## config.mk

```make
export PLATFORM = sky130hd
export DESIGN_NAME = mouse_bus_interface
export DESIGN_NICKNAME = d
export VERILOG_FILES = /design/src/rtl/mouse_bus_interface.sv
export SDC_FILE = /design/constraint.sdc
export NUM_CORES = 1
export LEC_CHECK = 0
export CAP_MARGIN = 20
export CORE_MARGIN = 1.5
export CORE_UTILIZATION = 59
export DETAILED_ROUTE_END_ITERATION = 16
export PLACE_DENSITY = 0.86
export SLEW_MARGIN = 5
export SYNTH_ARGS = -nofsm -noshare
export SYNTH_HDL_FRONTEND = slang
export SYNTH_SLANG_ARGS = --single-unit
```

## constraint.sdc

```tcl
create_clock -name CLK -period 6.9 [get_ports CLK]
set_clock_uncertainty 0.1 [all_clocks]
set_input_delay 1.725 -clock CLK [delete_from_list [all_inputs] [get_ports CLK]]
set_output_delay 1.725 -clock CLK [all_outputs]
set_load 0.02 [all_outputs]
```

## src/rtl/mouse_bus_interface.sv

```systemverilog
// Mouse packet to bus-register bridge: accumulates a clamped cursor position and raises a level interrupt per packet.
// Optional bus write of X/Y position is enabled by defining MOUSE_BUS_WRITE_POS_EN.
module mouse_bus_interface #(
  parameter logic [7:0] BASE_ADDR = 8'hA0,
  parameter int         LIMIT_X   = 160,
  parameter int         LIMIT_Y   = 120
) (
  input  logic       CLK,
  input  logic       RESET,
  input  logic [3:0] MOUSE_STATUS,
  input  logic [7:0] MOUSE_DX,
  input  logic [7:0] MOUSE_DY,
  input  logic       SEND_INTERRUPT,
  input  logic [7:0] BUS_ADDR,
  input  logic       BUS_WE,
  input  logic [7:0] BUS_DATA_IN,
  output logic [7:0] BUS_DATA_OUT,
  output logic       BUS_DATA_OE,
  output logic       BUS_INTERRUPT_RAISE,
  input  logic       BUS_INTERRUPT_ACK
);

  typedef enum logic [1:0] {IDLE, LATCH, UPDATE, RAISE} state_t;

  localparam logic signed [9:0] MAX_X = 10'(LIMIT_X - 1);
  localparam logic signed [9:0] MAX_Y = 10'(LIMIT_Y - 1);
  localparam logic [7:0] X_RESET = 8'(LIMIT_X / 2);
  localparam logic [7:0] Y_RESET = 8'(LIMIT_Y / 2);

  state_t state_reg, state_next;

  logic [3:0]        status_hold_reg;
  logic [7:0]        dx_hold_reg, dy_hold_reg;
  logic signed [9:0] dx_reg, dy_reg;
  logic [7:0]        x_reg, y_reg, status_reg;
  logic [7:0]        x_next, y_next;
  logic [7:0]        data_out_reg, data_out_next;
  logic              oe_reg, oe_next;
  logic              raise_reg;

  logic capture, latch_en, update_en, raise_set;
  logic signed [9:0] nx_sum, ny_sum;
  logic [7:0] addr_offset;
  logic       read_hit;

  function automatic logic [7:0] clamp(input logic signed [9:0] v, input logic signed [9:0] hi);
    if (v < 10'sd0)
      return 8'd0;
    else if (v > hi)
      return hi[7:0];
    else
      return v[7:0];
  endfunction

  // FSM: state register
  always_ff @(posedge CLK or negedge RESET) begin
    if (!RESET)
      state_reg <= IDLE;
    else
      state_reg <= state_next;
  end

  // FSM: next state; strobes outside IDLE are simply not looked at
  always_comb begin
    state_next = state_reg;
    case (state_reg)
      IDLE:    if (SEND_INTERRUPT) state_next = LATCH;
      LATCH:   state_next = UPDATE;
      UPDATE:  state_next = RAISE;
      RAISE:   state_next = IDLE;
      default: state_next = IDLE;
    endcase
  end

  // FSM: outputs
  always_comb begin
    capture   = 1'b0;
    latch_en  = 1'b0;
    update_en = 1'b0;
    raise_set = 1'b0;
    case (state_reg)
      IDLE:    capture   = SEND_INTERRUPT;
      LATCH:   latch_en  = 1'b1;
      UPDATE:  update_en = 1'b1;
      RAISE:   raise_set = 1'b1;
      default: ;
    endcase
  end

  always_ff @(posedge CLK or negedge RESET) begin
    if (!RESET) begin
      status_hold_reg <= 4'd0;
      dx_hold_reg     <= 8'd0;
      dy_hold_reg     <= 8'd0;
      dx_reg          <= 10'sd0;
      dy_reg          <= 10'sd0;
    end else begin
      if (capture) begin
        status_hold_reg <= MOUSE_STATUS;
        dx_hold_reg     <= MOUSE_DX;
        dy_hold_reg     <= MOUSE_DY;
      end
      // 9-bit two's complement sign-extended to 10 bits so +/-255 never wraps
      if (latch_en) begin
        dx_reg <= {status_hold_reg[1], status_hold_reg[1], dx_hold_reg};
        dy_reg <= {status_hold_reg[0], status_hold_reg[0], dy_hold_reg};
      end
    end
  end

  // Screen Y grows downward, so a positive mouse DY moves the cursor up
  assign nx_sum = $signed({2'b00, x_reg}) + dx_reg;
  assign ny_sum = $signed({2'b00, y_reg}) - dy_reg;

  always_comb begin
    x_next = x_reg;
    y_next = y_reg;
    if (update_en) begin
      x_next = clamp(nx_sum, MAX_X);
      y_next = clamp(ny_sum, MAX_Y);
    end
`ifdef MOUSE_BUS_WRITE_POS_EN
    // Bus write applied last so it overrides a coinciding update
    if (BUS_WE && BUS_ADDR == BASE_ADDR + 8'd1)
      x_next = clamp($signed({2'b00, BUS_DATA_IN}), MAX_X);
    if (BUS_WE && BUS_ADDR == BASE_ADDR + 8'd2)
      y_next = clamp($signed({2'b00, BUS_DATA_IN}), MAX_Y);
`endif
  end

`ifndef MOUSE_BUS_WRITE_POS_EN
  logic unused_bus_data;
  assign unused_bus_data = ^BUS_DATA_IN;
`endif

  always_ff @(posedge CLK or negedge RESET) begin
    if (!RESET) begin
      x_reg      <= X_RESET;
      y_reg      <= Y_RESET;
      status_reg <= 8'd0;
    end else begin
      x_reg <= x_next;
      y_reg <= y_next;
      if (update_en)
        status_reg <= {4'b0000, status_hold_reg};
    end
  end

  // Offset compare handles bases near the top of the address space
  assign addr_offset = BUS_ADDR - BASE_ADDR;
  assign read_hit    = !BUS_WE && (addr_offset < 8'd3);

  always_comb begin
    oe_next       = read_hit;
    data_out_next = 8'd0;
    if (read_hit) begin
      case (addr_offset)
        8'd0:    data_out_next = status_reg;
        8'd1:    data_out_next = x_reg;
        default: data_out_next = y_reg;
      endcase
    end
  end

  always_ff @(posedge CLK or negedge RESET) begin
    if (!RESET) begin
      data_out_reg <= 8'd0;
      oe_reg       <= 1'b0;
    end else begin
      data_out_reg <= data_out_next;
      oe_reg       <= oe_next;
    end
  end

  // A new raise takes priority over a coinciding acknowledge
  always_ff @(posedge CLK or negedge RESET) begin
    if (!RESET)
      raise_reg <= 1'b0;
    else if (raise_set)
      raise_reg <= 1'b1;
    else if (BUS_INTERRUPT_ACK)
      raise_reg <= 1'b0;
  end

  assign BUS_DATA_OUT        = data_out_reg;
  assign BUS_DATA_OE         = oe_reg;
  assign BUS_INTERRUPT_RAISE = raise_reg;

endmodule

```

* Word level (Yosys, flattened, before mapping)
Index checks and enable logic that the tools add are counted.
** Word-level totals
- RAM bits :: 0
- Output and inout port bits :: 10
- Bits in latches :: 0
- Register bits after elaboration :: 70
- ROM bits :: 0
- Memories :: 0
** Operators by class
- Add/sub/neg operators :: 3
- Bitwise logic cells :: 0
- Shift operators :: 0
- Equal/unequal tests :: 5
- Divide/modulo/power cells :: 0
- Order comparisons :: 5
- Multipliers :: 0
- Multiplexer cells :: 14
- Reductions and logical operators :: 5
** Operators with widths (number)
- $mux 8 :: 5
- $lt 10x1->1 const B :: 2
- $pmux 8 s2 :: 1
- $add 9x9->10 :: 1
- $gt 10x8->1 const B :: 1
- $gt 10x9->1 const B :: 1
- $sub 9x9->10 :: 1
- $eq 8x1->1 const B :: 1
- $logic_not 8->1 :: 1
- $lt 8x2->1 const B :: 1
- $pmux 2 s4 :: 1
- $sub 8x8->8 const B :: 1
- $mux 1 :: 6
- $eq 2x2->1 const B :: 2
- $eq 2x1->1 const B :: 1
- $logic_not 2->1 :: 1
- $mux 2 :: 1
- $ne 2x2->1 const B :: 1
- $reduce_bool 2->1 :: 1
- $logic_and 1x1->1 :: 1
- $logic_not 1->1 :: 1

* Depth between registers and ports, before layout
- Depth after elaboration :: 4
- Depth in mapped cells :: 10
- Mapped depth without buffers :: 10

* Worst setup path after synthesis
OpenSTA, ideal clock, no wires.
- Kind :: input port to flip-flop
- From :: input port BUS_ADDR[5]
- To :: register data_out_reg[2], in the netlist BUS_DATA_OUT[2]
- Path slack :: 3829 ps
- Stages :: 8
- Path buffers :: 1
- Data required time :: 6706 ps
- Arrival :: 2877 ps
- Cell sequence :: inv_1 > ha_1 > xor2_1 > nand3_1 > nor2_1 > clkbuf_1 > nor2_1 > a211oi_1
** On the way
- Word-level cells in the longest chain between the ends :: 4
** RTL lines
- start: declaration :: line 14 : input logic [7:0] BUS_ADDR,
- $sub 8x8->8 * :: line 150 : assign addr_offset = BUS_ADDR - BASE_ADDR;
- $lt 8x2->1, or another cell as far along :: line 151 : assign read_hit = !BUS_WE && (addr_offset < 8'd3);
- $logic_and 1x1->1 / $pmux 8 s2 (equally long branches) :: line 151, 157
- $mux 8 * :: line 156 : if (read_hit) begin
- via data_out_next[2] :: line 37 : logic [7:0] data_out_reg, data_out_next;
- end signal: assignment :: line 170 : data_out_reg <= data_out_next;
- end: declaration :: line 37
Mark *: on every way through the listed nets, which the timed path passes. The rest lies on a longest branch.
A chain may end at the register's enable or synchronous reset.

* Worst setup path in the final report
- From :: input port BUS_ADDR[5]
- To :: register data_out_reg[0], in the netlist BUS_DATA_OUT[0]
The elaborated chain is that of the path after synthesis.

==> flow_summary.json <==
{
  "ys_ff_latch": 70,
  "hold_viol": 0,
  "portBuffers": 42,
  "grt_pass1_vias": 2575,
  "clock_path_buffers": 2,
  "crit_slowest_cell": "nor2_1",
  "power_density_mw_per_mm2": 526,
  "period_share_pct": 50.5,
  "clkLatencyLatePin_ps": 330,
  "htreeDepth": 3,
  "grt_overflow": 0,
  "period_minus_slack_ps": 3490,
  "cp_max_fo": 12,
  "slew_headroom_pct": 40.5,
  "nFillCells": 408,
  "syn_nets": 394,
  "worstSetupPathType": "in2reg",
  "run_status": "completed",
  "dr.pass1.iters": 4,
  "top_level_ports": 51,
  "synthFlopType": "dfrtp_1",
  "ys_warn_count": 0,
  "swShare_pct": 40.3,
  "syn_area_mm2": 0.00372,
  "hpwl_um": 5250,
  "cts_hold_buf": 0,
  "cp_cell_sequence": "clkdlybuf4s50_1 -> inv_1 -> ha_1 -> xor2_1 -> nand3_1 -> nor2_1 -> nor2_1 -> a211oi_1",
  "track_usage_pct": 23.7,
  "grt_max_degree": 71,
  "clkTransAtPathRegs_ps": 70,
  "remaining_drc_errors": 0,
  "start_kind": "primary input",
  "p_int_mw": 1.39,
  "seqPwrFrac_pct": 31.0,
  "worstPathArrival_ps": 3630,
  "peakVddDrop_mv": 0.299,
  "finalWirelength_um": 7060,
  "netSwitchingPower_mw": 0.936,
  "grt_pass1_wl_um": 11800,
  "maxCapViolCount": 0,
  "post_route_cells_drive_above_1_share_pct": 18.5,
  "max_stage_delay_ps": 560,
  "rows": 28,
  "total_power_mw": 2.32,
  "leakage_nw": 1.92,
  "p_comb_share_pct": 53.7,
  "die-width_um": 82.4,
  "cts_root_buf": "clkbuf_8",
  "area_growth_syn_to_layout_pct": 18.6,
  "synth_edf_count": 0,
  "async_flop_share_pct": 100,
  "required_ps": 7040,
  "clock_sinks": 70,
  "viasPerCell": 5.77,
  "drv_slew": 0,
  "fin_setup_tns_ps": 0,
  "clock.fmax_mhz": 287,
  "post_cts_resized": 0,
  "fin_util_pct": 73.7,
  "ant_nets": 0,
  "rsz0062_at_grt": "false",
  "n_antenna_cell": 0,
  "synth_cells": 329,
  "numCtsBuffers": 9,
  "worst_slew_pin_slew_ps": 893,
  "die_area_mm2": 0.00680,
  "gp_congestion": 0.882,
  "cts_tree": "yes",
  "setup_viol": 0,
  "initial_core_util_pct": 62.2,
  "core_area_mm2": 0.00599,
  "clkPwrFrac_pct": 15.3,
  "vias": 2616,
  "drt-wirelength-per-cell_um": 15.6,
  "hold-worst-slack_ps": 387,
  "final_nets": 438,
  "drt_iter0_drc": 135,
  "postCtsSetupBuffers": 0,
  "final_common_cell": "dfrtp_1",
  "antenna_found_initial": 0,
  "syn_area_per_cell_um2": 11.3,
  "crit_path_end_kind": "register",
  "synth_cell_types": 51,
  "final_cell_mix": "64 x dfrtp_1, 41 x clkdlybuf4s50_1, 37 x mux2_2",
  "die_y_um": 82.4,
  "ys_seq_area_share_pct": 47.2,
  "hold_path.class": "reg2reg",
  "path_common_cell": "nor2_1"
}
## synthesized netlist by cell type, types with 2 or more instances
cell,number,share of area [%]
clkbuf_1,9,0.91
nand2b_1,3,0.50
a211oi_1,8,1.6
a21o_1,4,0.81
nand2_1,23,2.3
nand3b_1,2,0.40
mux2i_1,4,1.1
ha_1,22,7.4
inv_1,17,1.7
mux2_2,37,11
or3_1,2,0.34
o21a_1,4,0.81
a21oi_1,15,2.0
nor2b_1,5,0.84
o211ai_1,3,0.60
nand3_1,7,0.94
dfstp_2,6,4.2
o2bb2ai_1,6,1.4
o2111a_1,3,0.91
nor4_1,2,0.34
a32o_1,2,0.54
o21ai_1,2,0.27
fa_1,2,1.1
a22oi_1,5,1.0
nor2_1,16,1.6
dfrtp_1,64,43
o21ai_0,14,1.9
nor3_1,5,0.67
a211oi_2,2,0.67
xor2_1,4,0.94
nor3b_1,2,0.40
a211o_1,3,0.71
xnor2_1,8,1.9
## path summary, 6_finish.rpt
check,slack [ps],startpoint,cells past startpoint,to
worst max-delay path,3410,BUS_ADDR[5],8,BUS_DATA_OUT[0]$_DFF_PN0_
worst min-delay path,390,dy_hold_reg[1]$_DFFE_PN0P_,2,dy_reg[1]$_DFFE_PN0N_
worst max register to register,4150,y_reg[0]$_DFFE_PN0P_,10,y_reg[3]$_DFFE_PN1P_
worst min register to register,390,dy_hold_reg[1]$_DFFE_PN0P_,2,dy_reg[1]$_DFFE_PN0N_
max in group asynchronous,4680,RESET,2,x_reg[3]$_DFFE_PN0P_
min in group asynchronous,1450,RESET,2,dy_hold_reg[4]$_DFFE_PN0P_
## metrics by stage
stage | cell area (um2) | instances | setup WS (ps)
floorplan | 3720 | 329 | 3830
CTS | 4420 | 453 | 3400
global route | 4420 | 453 | 3180
finish | 4420 | 453 | 3410
detailed placement | 4200 | 437 | 3050
global placement | 4200 | 437 | 3190
## cells by family (layout without fill, tap and decap cells)
family	count (synthesis)	count (layout)	synth area share (%)
fa+ha+maj	24	24	8.47
simple gates	74	74	9.91
flops	70	70	47.2
xor+xnor	13	13	3.56
compound gates	79	79	15.7
mux	41	41	12.3
buf+inv	28	77	2.86
## routing by layer
layer  vias up  part of all wire (%)  GRT usage (%)
li1       1287                     -              -
met5         -                     0              0
met1      1246                    45           31.5
met3        13                   5.2           5.71
met4         0                   1.7           9.49
met2        70                    48           37.2
## critical path: cells and delay by family
kind	cells	cell delay [ps]
compound gates	1	240
buf+inv	2	500
xor+xnor	1	160
fa+ha+maj	1	210
simple gates	3	780
## layout make-up
| cell class | count | area, um2 | share of cell area, % |
|---|---|---|---|
| Sequential cell | 70 | 1760 | 39.8 |
| Clock buffer | 11 | 131 | 2.97 |
| Tap cell | 75 | 93.8 | 2.12 |
| Timing Repair Buffer | 43 | 423 | 9.58 |
| Clock inverter | 5 | 83.8 | 1.90 |
| Inverter | 18 | 67.6 | 1.53 |
| Multi-Input combinational cell | 231 | 1860 | 42.1 |
## power by group through the flow
stage | sequential [mW] | combinational, mW | clock (mW)
CTS | 0.718 | 1.24 | 0.360
global route | 0.741 | 1.38 | 0.380
floorplan | 0.680 | 1.01 | 0
global placement | 0.716 | 1.17 | 0
finish | 0.720 | 1.25 | 0.354
detailed placement | 0.724 | 1.22 | 0
Power figures use the tool's default switching activity.
